[src/rtl/edge_event_arbiter_pkg.sv]
// Shared types and defaults for the edge-event arbiter.
// evt_t carries a channel index sized for the largest supported channel count.
package edge_evt_pkg;

  localparam int unsigned N_CH_DEF = 4;
  localparam int unsigned MAX_CH_W = 4;

  typedef struct packed {
    logic [MAX_CH_W-1:0] ch;
    logic                pol;
  } evt_t;

endpackage

[src/rtl/edge_event_arbiter_if.sv]
// Event hand-off interface: producer drives valid/ch/pol, consumer drives ready.
interface edge_event_arbiter_if
  import edge_evt_pkg::*;
#(
  parameter int unsigned N_CH = N_CH_DEF
) ();

  localparam int unsigned CH_W = $clog2(N_CH);

  logic            evt_valid;
  logic            evt_ready;
  logic [CH_W-1:0] evt_ch;
  logic            evt_pol;

  modport master (
    output evt_valid,
    output evt_ch,
    output evt_pol,
    input  evt_ready
  );

  modport slave (
    input  evt_valid,
    input  evt_ch,
    input  evt_pol,
    output evt_ready
  );

endinterface

[src/rtl/edge_event_arbiter_rr_arbiter.sv]
// Combinational round-robin picker: first requester strictly after i_ptr, wrapping.
module rr_arbiter #(
  parameter int unsigned N_CH = 4
) (
  input  logic [N_CH-1:0]         i_req,
  input  logic [$clog2(N_CH)-1:0] i_ptr,
  output logic [N_CH-1:0]         o_gnt,
  output logic [$clog2(N_CH)-1:0] o_gnt_idx,
  output logic                    o_any_gnt
);

  localparam int unsigned CH_W = $clog2(N_CH);

  logic [CH_W-1:0] w_cand;

  always_comb begin
    o_gnt     = '0;
    o_gnt_idx = '0;
    o_any_gnt = 1'b0;
    w_cand    = '0;
    for (int unsigned k = 1; k <= N_CH; k++) begin
      w_cand = CH_W'((32'(i_ptr) + k) % N_CH);
      if (!o_any_gnt && i_req[w_cand]) begin
        o_any_gnt     = 1'b1;
        o_gnt_idx     = w_cand;
        o_gnt[w_cand] = 1'b1;
      end
    end
  end

endmodule

[src/rtl/edge_event_arbiter.sv]
// Multi-channel edge detector with one pending slot per channel, sticky overflow
// flags and a round-robin served valid/ready output register.
module edge_event_arbiter
  import edge_evt_pkg::*;
#(
  parameter int unsigned N_CH = N_CH_DEF
) (
  input  logic                 i_clk,
  input  logic                 i_rst,
  input  logic [N_CH-1:0]      i_in_sig,
  input  logic [N_CH-1:0]      i_cfg_pos_en,
  input  logic [N_CH-1:0]      i_cfg_neg_en,
  edge_event_arbiter_if.master evt_if,
  output logic [N_CH-1:0]      o_overflow,
  input  logic [N_CH-1:0]      i_ovf_clr
);

  localparam int unsigned CH_W = $clog2(N_CH);
  localparam logic [CH_W-1:0] LastCh = CH_W'(N_CH - 1);

  logic [N_CH-1:0] r_prev;
  logic [N_CH-1:0] r_pend_v;
  logic [N_CH-1:0] r_pend_pol;
  logic [N_CH-1:0] r_overflow;
  logic            r_valid;
  evt_t            r_evt;
  logic [CH_W-1:0] r_rr_ptr;

  logic [N_CH-1:0] w_rise;
  logic [N_CH-1:0] w_fall;
  logic [N_CH-1:0] w_edge;
  logic            w_load;
  logic [N_CH-1:0] w_gnt;
  logic [CH_W-1:0] w_gnt_idx;
  logic            w_any;
  logic [N_CH-1:0] w_take;
  logic [N_CH-1:0] w_pend_v_d;
  logic [N_CH-1:0] w_pend_pol_d;
  logic [N_CH-1:0] w_ovf_set;

  assign w_rise = i_in_sig & ~r_prev & i_cfg_pos_en;
  assign w_fall = ~i_in_sig & r_prev & i_cfg_neg_en;
  assign w_edge = w_rise | w_fall;
  assign w_load = ~r_valid | evt_if.evt_ready;

  rr_arbiter #(
    .N_CH (N_CH)
  ) u_rr_arbiter (
    .i_req     (r_pend_v),
    .i_ptr     (r_rr_ptr),
    .o_gnt     (w_gnt),
    .o_gnt_idx (w_gnt_idx),
    .o_any_gnt (w_any)
  );

  // A slot freed by this cycle's grant can accept a new edge in the same cycle.
  always_comb begin
    w_take       = w_load ? w_gnt : '0;
    w_pend_v_d   = r_pend_v & ~w_take;
    w_pend_pol_d = r_pend_pol;
    w_ovf_set    = w_edge & r_pend_v & ~w_take;
    for (int c = 0; c < N_CH; c++) begin
      if (w_edge[c] && !w_pend_v_d[c]) begin
        w_pend_v_d[c]   = 1'b1;
        w_pend_pol_d[c] = w_rise[c];
      end
    end
  end

  always_ff @(posedge i_clk) begin
    if (i_rst) begin
      r_prev     <= i_in_sig;
      r_pend_v   <= '0;
      r_pend_pol <= '0;
      r_overflow <= '0;
      r_valid    <= 1'b0;
      r_evt      <= '0;
      r_rr_ptr   <= LastCh;
    end else begin
      r_prev     <= i_in_sig;
      r_pend_v   <= w_pend_v_d;
      r_pend_pol <= w_pend_pol_d;
      r_overflow <= (r_overflow & ~i_ovf_clr) | w_ovf_set;
      if (w_load) begin
        r_valid <= w_any;
        if (w_any) begin
          r_evt.ch  <= MAX_CH_W'(w_gnt_idx);
          r_evt.pol <= r_pend_pol[w_gnt_idx];
          r_rr_ptr  <= w_gnt_idx;
        end
      end
    end
  end

  assign evt_if.evt_valid = r_valid;
  assign evt_if.evt_ch    = r_evt.ch[CH_W-1:0];
  assign evt_if.evt_pol   = r_evt.pol;
  assign o_overflow       = r_overflow;

endmodule

[src/flat_wrapper.sv]
// flat-port wrapper written by rule: the top's interface ports become plain ports
module edge_event_arbiter_flat import edge_evt_pkg::*;
#(
  parameter int unsigned N_CH = N_CH_DEF
)
  (i_clk, i_rst, i_in_sig, i_cfg_pos_en, i_cfg_neg_en, o_overflow, i_ovf_clr, evt_if_evt_valid, evt_if_evt_ch, evt_if_evt_pol, evt_if_evt_ready);
  edge_event_arbiter_if #(.N_CH(N_CH)) evt_if_i ();
  input  logic i_clk;
  input  logic i_rst;
  input  logic [N_CH-1:0] i_in_sig;
  input  logic [N_CH-1:0] i_cfg_pos_en;
  input  logic [N_CH-1:0] i_cfg_neg_en;
  output logic [N_CH-1:0] o_overflow;
  input  logic [N_CH-1:0] i_ovf_clr;
  output wire logic [$bits(evt_if_i.evt_valid)-1:0] evt_if_evt_valid;
  output wire logic [$bits(evt_if_i.evt_ch)-1:0] evt_if_evt_ch;
  output wire logic [$bits(evt_if_i.evt_pol)-1:0] evt_if_evt_pol;
  input wire logic [$bits(evt_if_i.evt_ready)-1:0] evt_if_evt_ready;
  assign evt_if_evt_valid = evt_if_i.evt_valid;
  assign evt_if_evt_ch = evt_if_i.evt_ch;
  assign evt_if_evt_pol = evt_if_i.evt_pol;
  assign evt_if_i.evt_ready = evt_if_evt_ready;
  edge_event_arbiter #(.N_CH(N_CH)) u_core (.i_clk(i_clk), .i_rst(i_rst), .i_in_sig(i_in_sig), .i_cfg_pos_en(i_cfg_pos_en), .i_cfg_neg_en(i_cfg_neg_en), .evt_if(evt_if_i), .o_overflow(o_overflow), .i_ovf_clr(i_ovf_clr));
endmodule
[config.mk]
export PLATFORM = sky130hd
export DESIGN_NAME = edge_event_arbiter_flat
export DESIGN_NICKNAME = d
export VERILOG_FILES = /design/src/rtl/edge_event_arbiter_pkg.sv /design/src/rtl/edge_event_arbiter_if.sv /design/src/rtl/edge_event_arbiter_rr_arbiter.sv /design/src/rtl/edge_event_arbiter.sv /design/src/flat_wrapper.sv
export SDC_FILE = /design/constraint.sdc
export NUM_CORES = 1
export LEC_CHECK = 0
export ABC_AREA = 0
export CAP_MARGIN = 25
export CORE_ASPECT_RATIO = 1.75
export CORE_UTILIZATION = 40
export CTS_CLUSTER_SIZE = 40
export DETAILED_ROUTE_END_ITERATION = 10
export GPL_TIMING_DRIVEN = 0
export PLACE_DENSITY = 0.75
export SKIP_LAST_GASP = 1
export SYNTH_ARGS = -nofsm -noshare
export SYNTH_HDL_FRONTEND = slang
export SYNTH_SLANG_ARGS = --single-unit
[constraint.sdc]
create_clock -name i_clk -period 3.4 [get_ports i_clk]
set_input_delay 1.02 -clock i_clk [delete_from_list [all_inputs] [get_ports i_clk]]
set_output_delay 1.02 -clock i_clk [all_outputs]
set_load 0.03 [all_outputs]
* Word-level counts from Yosys, hierarchy flattened
Cells that the tools add are included.
Word-level totals: input port bits 19, output and inout bits 8, word-level logic and storage cells 97, register bits after elaboration 22
Cells by class: $lt $le $gt $ge 9, bitwise operators 19, $add $sub $neg 4, muxes and demuxes 35, reduce and logical (&&, ||, !) cells 19
Operators with widths (number):
- $and 4x4->4 | 8
- $mux 4 | 5
- $or 4x4->4 | 5
- $mux 1 | 17
- $not 4->4 | 4
- $lt 2x3->1 const B | 5
- $logic_and 1x1->1 | 11
- $bmux 1 s2 | 5
- $demux 1 s2 | 4
- $ge 2x1->1 const B | 4
- $mux 2 | 4
- $logic_not 1->1 | 7
- $add 2x1->2 const B | 2
- $add 2x2->2 const B | 2
- $reduce_and 2->1 | 1
- $not 1->1 | 1
- $or 1x1->1 | 1

* Logic depth before layout (Yosys ltp)
word-level depth 19, depth in mapped cells 11, gate-level depth less buffers 8

* By module
Synthesis repeated with hierarchy kept, for this count alone.
Unflattened totals: cell total of the unflattened synthesis 187, area, all modules 1566.5 um^2
Modules (own cells, without submodules):
- edge_event_arbiter | seq. area each 440.4 um^2, instances 1, cells each 101, area each 937.1 um^2
- rr_arbiter | seq. area each 0.0 um^2, instances 1, cells each 86, area each 629.4 um^2

* Worst setup path after synthesis
Ideal clock, no wire load.
kind register to register, start reg u_core.r_rr_ptr[0], end reg u_core.r_pend_pol[0], setup time 0.071 ns, data required time 3.329 ns, cell stages (with the launch flop) 12, path buffers 3, path slack 0.174 ns, clock period less this slack 3.226 ns, data arrival time 3.155 ns, cell sequence dfxtp_1 > buf_6 > clkbuf_1 > inv_1 > ha_1 > mux4_2 > nor2b_1 > buf_6 > a221oi_1 > a2bb2oi_1 > mux2_2 > a21oi_1
Between the ends: longest elaborated chain between the ends 18, elaborated cells on any way between the ends 53, classes of those cells 4 x add/sub; 8 x order compare; 24 x mux; 5 x bitwise; 12 x reduce/logical
Ends and longest elaborated chain:
- start: declaration | line edge_event_arbiter.sv:27 | logic [CH_W-1:0] r_rr_ptr;
- start signal: assignment | line edge_event_arbiter.sv:78 | r_rr_ptr <= LastCh;
- start signal: assignment | line edge_event_arbiter.sv:89 | r_rr_ptr <= w_gnt_idx;
- branches (longest 12 deep; another with $lt 2x3->1)
- $mux 4 * | line edge_event_arbiter_rr_arbiter.sv:23 | if (!o_any_gnt && i_req[w_cand]) begin
- $mux 4 * | line edge_event_arbiter.sv:58 | w_take = w_load ? w_gnt : '0;
- $not 4->4 * | line edge_event_arbiter.sv:59 | w_pend_v_d = r_pend_v & ~w_take;
- $and 4x4->4 * | line edge_event_arbiter.sv:59
- $logic_not 1->1 * | line edge_event_arbiter.sv:63 | if (w_edge[c] && !w_pend_v_d[c]) begin
- $logic_and 1x1->1 * | line edge_event_arbiter.sv:63
- end signal: assignment | line edge_event_arbiter.sv:82 | r_pend_pol <= w_pend_pol_d;
- end: declaration | line edge_event_arbiter.sv:23 | logic [N_CH-1:0] r_pend_pol;
Mark *: on every way between the ends. The select of a mux whose other input is x is not followed. A chain may end at the register's enable or synchronous reset.

* Worst setup path in the final report
Ends and elaborated chain as after synthesis.

==> run_results.csv <==
group,metric,value,unit
route,antenna_violating_nets_post_route,0,
global_route,globalRouteOverflowTotal,0,
route,dr.pass1.iters,5,
setup_path,cp_max_fo,10,
placement,placement.setup.worst_slack,-457.7,ps
yosys,synth.yosys.seq_area_share,28.78,%
timing,report.final.setup_viol,0,
yosys,postSynthAreaPerCell,8.744,um^2
yosys,synthesis.area,1530,um^2
route,detailroute.via_count,1433,
clock_tree,clk_pin_slew,70,ps
setup_path,crit_path_most_repeated_cell,"buf_6",
setup_path,worstSetupEndpointType,"flop",
min_path,timing.hold.worst.class,"flop to flop",
timing,postLayoutSetupSlackWorst,181.7,ps
floorplan,floorplan.io_pins,27,
power_and_ir_drop,share_clk_of_total_power,11.5,%
setup_path,crit_path_top_delay_cell,"mux4_2",
layout,post-route-util,53.55,%
clock_tree,root_buffer,"clkbuf_8",
layout,layout.area.seq,441.7,um^2
outcome,outcome,"complete, no violations",
run,maxCapViolCount,0,
timing,finalWorstPathRequiredPeriod,3218,ps
yosys,synth_seq_cells,22,
yosys,synth_cell_types,49,
setup_path,worstPathArrival,3400,ps
placement,io_buffer_count,26,
yosys,netlist_instances,175,
global_route,grtUsageTotal,19.14,%
setup_path,cp.buffers_inverters,4,
setup_path,worst_r2r_path_depth,11,
clock_tree,cts-buffers-inserted,3,
setup_path,worstSetupEndpoint,"u_core.r_pend_pol[0]",
power_and_ir_drop,power.share.switching,43.06,%
route,drt-wirelength-per-cell,14.56,um
clock_tree,clock_sink_count,22,
yosys,most_numerous_cell_in_the_yosys_netlist,"dfxtp_1",
floorplan,initial_core_util,42.17,%
yosys,post_synth_edffs,0,
clock_tree,tritoncts_clock_tree,"done",
floorplan,core_region_area,3628,um^2
timing,max_clock_freq,310.7,MHz
layout,antenna_cells_inserted,0,
floorplan,die_span_y,83.82,um
yosys,yosys_synthesis_warning_count,0,
setup_path,timing.critical_path.max_delay_family,"multiplexers",
layout,drive_above_1_share,17.87,%
power_and_ir_drop,power.sequential.fraction,26.1,%
power_and_ir_drop,total_leakage_power,0.7321,nW
yosys,most_area_hungry_cell_type_in_the_yosys_netlist,"dfxtp_1",
yosys,async_flop_share,0,%
timing,min_period_over_period,94.66,%
yosys,synth.area.top_cells,"dfxtp_1, ha_1, nand2_1",
global_route,first_global_vias,1378,
route,routed_via_count_divided_by_cell_count,5.664,
placement,numPlacedInstances,247,
placement,place.detailed.hpwl,2.821,mm
power_and_ir_drop,p_switching,0.5825,mW
placement,finalWeightedCongestion,0.9041,
setup_path,crit_path_cell_trace,"buf_6 > clkbuf_4 > clkinvlp_4 > ha_2 > mux4_2 > nor2b_1 > buf_6 > a221oi_1 > a2bb2oi_2 > mux2_2 > a21oi_1",
global_route,largest_net_degree_at_the_start_of_global_routing,12,
timing,setup_tns,0,ps
power_and_ir_drop,cell_internal_pwr,0.7703,mW
clock_tree,max-clock-path-buffers,2,
global_route,global_route_wire_length_before_repair,6.106,mm
setup_path,slowest_delay,540,ps
route,drt_iter0_drc,22,
setup_path,crit_required,3590,ps
layout,area.growth.synth_to_final,26.98,%
setup_path,critical_path.reg2reg.startpoint,"u_core.r_rr_ptr[0]",
clock_tree,worst_skew_pair.late_latency,250,ps
layout,multiInputGateArea,985.9,um^2
yosys,post-synth-top-area-fraction,28.78,%
timing,finalMaxSlewViolations,0,
setup_path,cp-startpoint,"u_core.r_rr_ptr[0]",
yosys,synth_top_cells_by_count,"dfxtp_1, nand2_1, a21oi_1",
floorplan,design.die.area,4087,um^2
route,drcViolationCount,0,
setup_path,critical_path_depth,11,
timing,timing.slew.headroom,65.04,%
power_and_ir_drop,fin_total_pwr,1.353,mW
route,route.final.wire_length,3.684,mm
power_and_ir_drop,power_frac_comb,62.4,%
setup_path,rrSetupSlack,180,ps
timing,worst-slew-pin-transition,524.4,ps
clock_tree,cts_max_level,1,
power_and_ir_drop,peak_vdd_ir,0.4249,mV
setup_path,timing.rr.end,"u_core.r_pend_pol[0]",
timing,fin_skew,1.063,ps
layout,num-nets-final,236,
setup_path,worst-setup-path-type,"flop to flop",
setup_path,startpoint_type,"flop",
yosys,syn-num-nets,202,
layout,fillers,359,
timing,finalHoldViolations,0,
floorplan,rows,29,
power_and_ir_drop,power.density_cell_area,696.2,nW/um^2
yosys,synth_flop_cell,"dfxtp_1",
global_route,antenna_found_initial,0,
timing,setup_repair_after_global_routing_missed_its_margin,"no",
layout,layout.cells.non_filler,253,
floorplan,die_width,48.76,um
## layout make-up
cell class              instances  area share [%]
multi-input cells             130           50.74
flip-flops and latches         22           22.73
repair buffers                 29           14.55
plain buffers                  12           4.572
well taps                      46           2.962
inverters                      11           2.318
clock buffers                   3           2.125
## cell usage in the layout, fill, tap and decap left out, types with 4 or more instances in the layout
cell             instances
a21oi_1                 14
nand2_1                 21
a31oi_1                  4
nor2b_1                  4
buf_6                    5
inv_1                   10
dfxtp_1                 21
clkbuf_1                 4
nand3_1                  6
clkdlybuf4s50_1         26
nor2_1                  10
o31ai_1                  5
ha_1                     7
## registers in the layout, summed over array words and instances, names as in the netlist
name	flops
u_core.evt_if.evt_ch	2
u_core.o_overflow	4
u_core.r_pend_pol	4
u_core.evt_if.evt_pol	1
u_core.evt_if.evt_valid	1
u_core.r_prev	4
u_core.r_rr_ptr	2
u_core.r_pend_v	4
## worst reg2reg max path, cell delays in order (launching register included)
cell	delay [ps]
dfxtp_2	400
buf_6	150
clkbuf_4	210
clkinvlp_4	130
ha_2	400
mux4_2	550
nor2b_1	160
buf_6	130
a221oi_1	310
a2bb2oi_2	240
mux2_2	360
a21oi_1	110
## how the worst min path moves through the flow
stage                                 start  cells after the start                      end  slack [ps]
floorplan              u_core.r_pend_pol[3]                      3     u_core.r_pend_pol[3]         540
global route        u_core.evt_if.evt_ch[0]                      2  u_core.evt_if.evt_ch[0]         490
finish              u_core.evt_if.evt_ch[0]                      2  u_core.evt_if.evt_ch[0]         460
CTS                 u_core.evt_if.evt_ch[0]                      2  u_core.evt_if.evt_ch[0]         470
detailed placement  u_core.evt_if.evt_ch[0]                      2  u_core.evt_if.evt_ch[0]         450
global placement    u_core.evt_if.evt_ch[0]                      2  u_core.evt_if.evt_ch[0]         450
## power by group through the flow
| stage | combinational, mW | sequential (mW) | clock, mW |
|---|---|---|---|
| 2_1_floorplan | 0.542 | 0.390 | 0 |
| 6_report | 0.844 | 0.353 | 0.156 |
| 3_3_place_gp | 0.772 | 0.355 | 0 |
| 5_1_grt | 0.920 | 0.360 | 0.167 |
| 3_5_place_dp | 0.779 | 0.358 | 0 |
| 4_1_cts | 0.818 | 0.353 | 0.159 |
## kinds of logic (layout without fill, tap and decap cells)
logic type / count (synthesis) / after routing / share of synthesized area (%)
flops: 22 / 22 / 28.78
mux: 11 / 11 / 11.53
buf+inv: 23 / 55 / 8.176
fa+ha+maj: 8 / 8 / 6.542
simple gates: 59 / 59 / 20.44
compound gates: 52 / 52 / 24.53
## stage by stage
step,hold slack [ps],instance area [um^2]
floorplan,537.9,1530
global placement,446.9,1848
detailed placement,454.9,1848
CTS,465.7,1921
global route,494.8,1943
finish,461.6,1943
## what timing repair did
action                                  4_1_cts  5_1_grt
endpoints found under the setup margin       17        9
hold buffers                                  0        0
resized for setup                             7        3
buffers inserted                              1        2
## metal layers
metal | up-vias | global-route usage (%) | routed length [um]
met5 | - | 0 | 0
met4 | 0 | 8.289 | 110
met3 | 7 | 2.186 | 57
met2 | 14 | 36.11 | 2015
li1 | 716 | - | -
met1 | 696 | 20.61 | 1501
(Power assumes the default switching activity.)
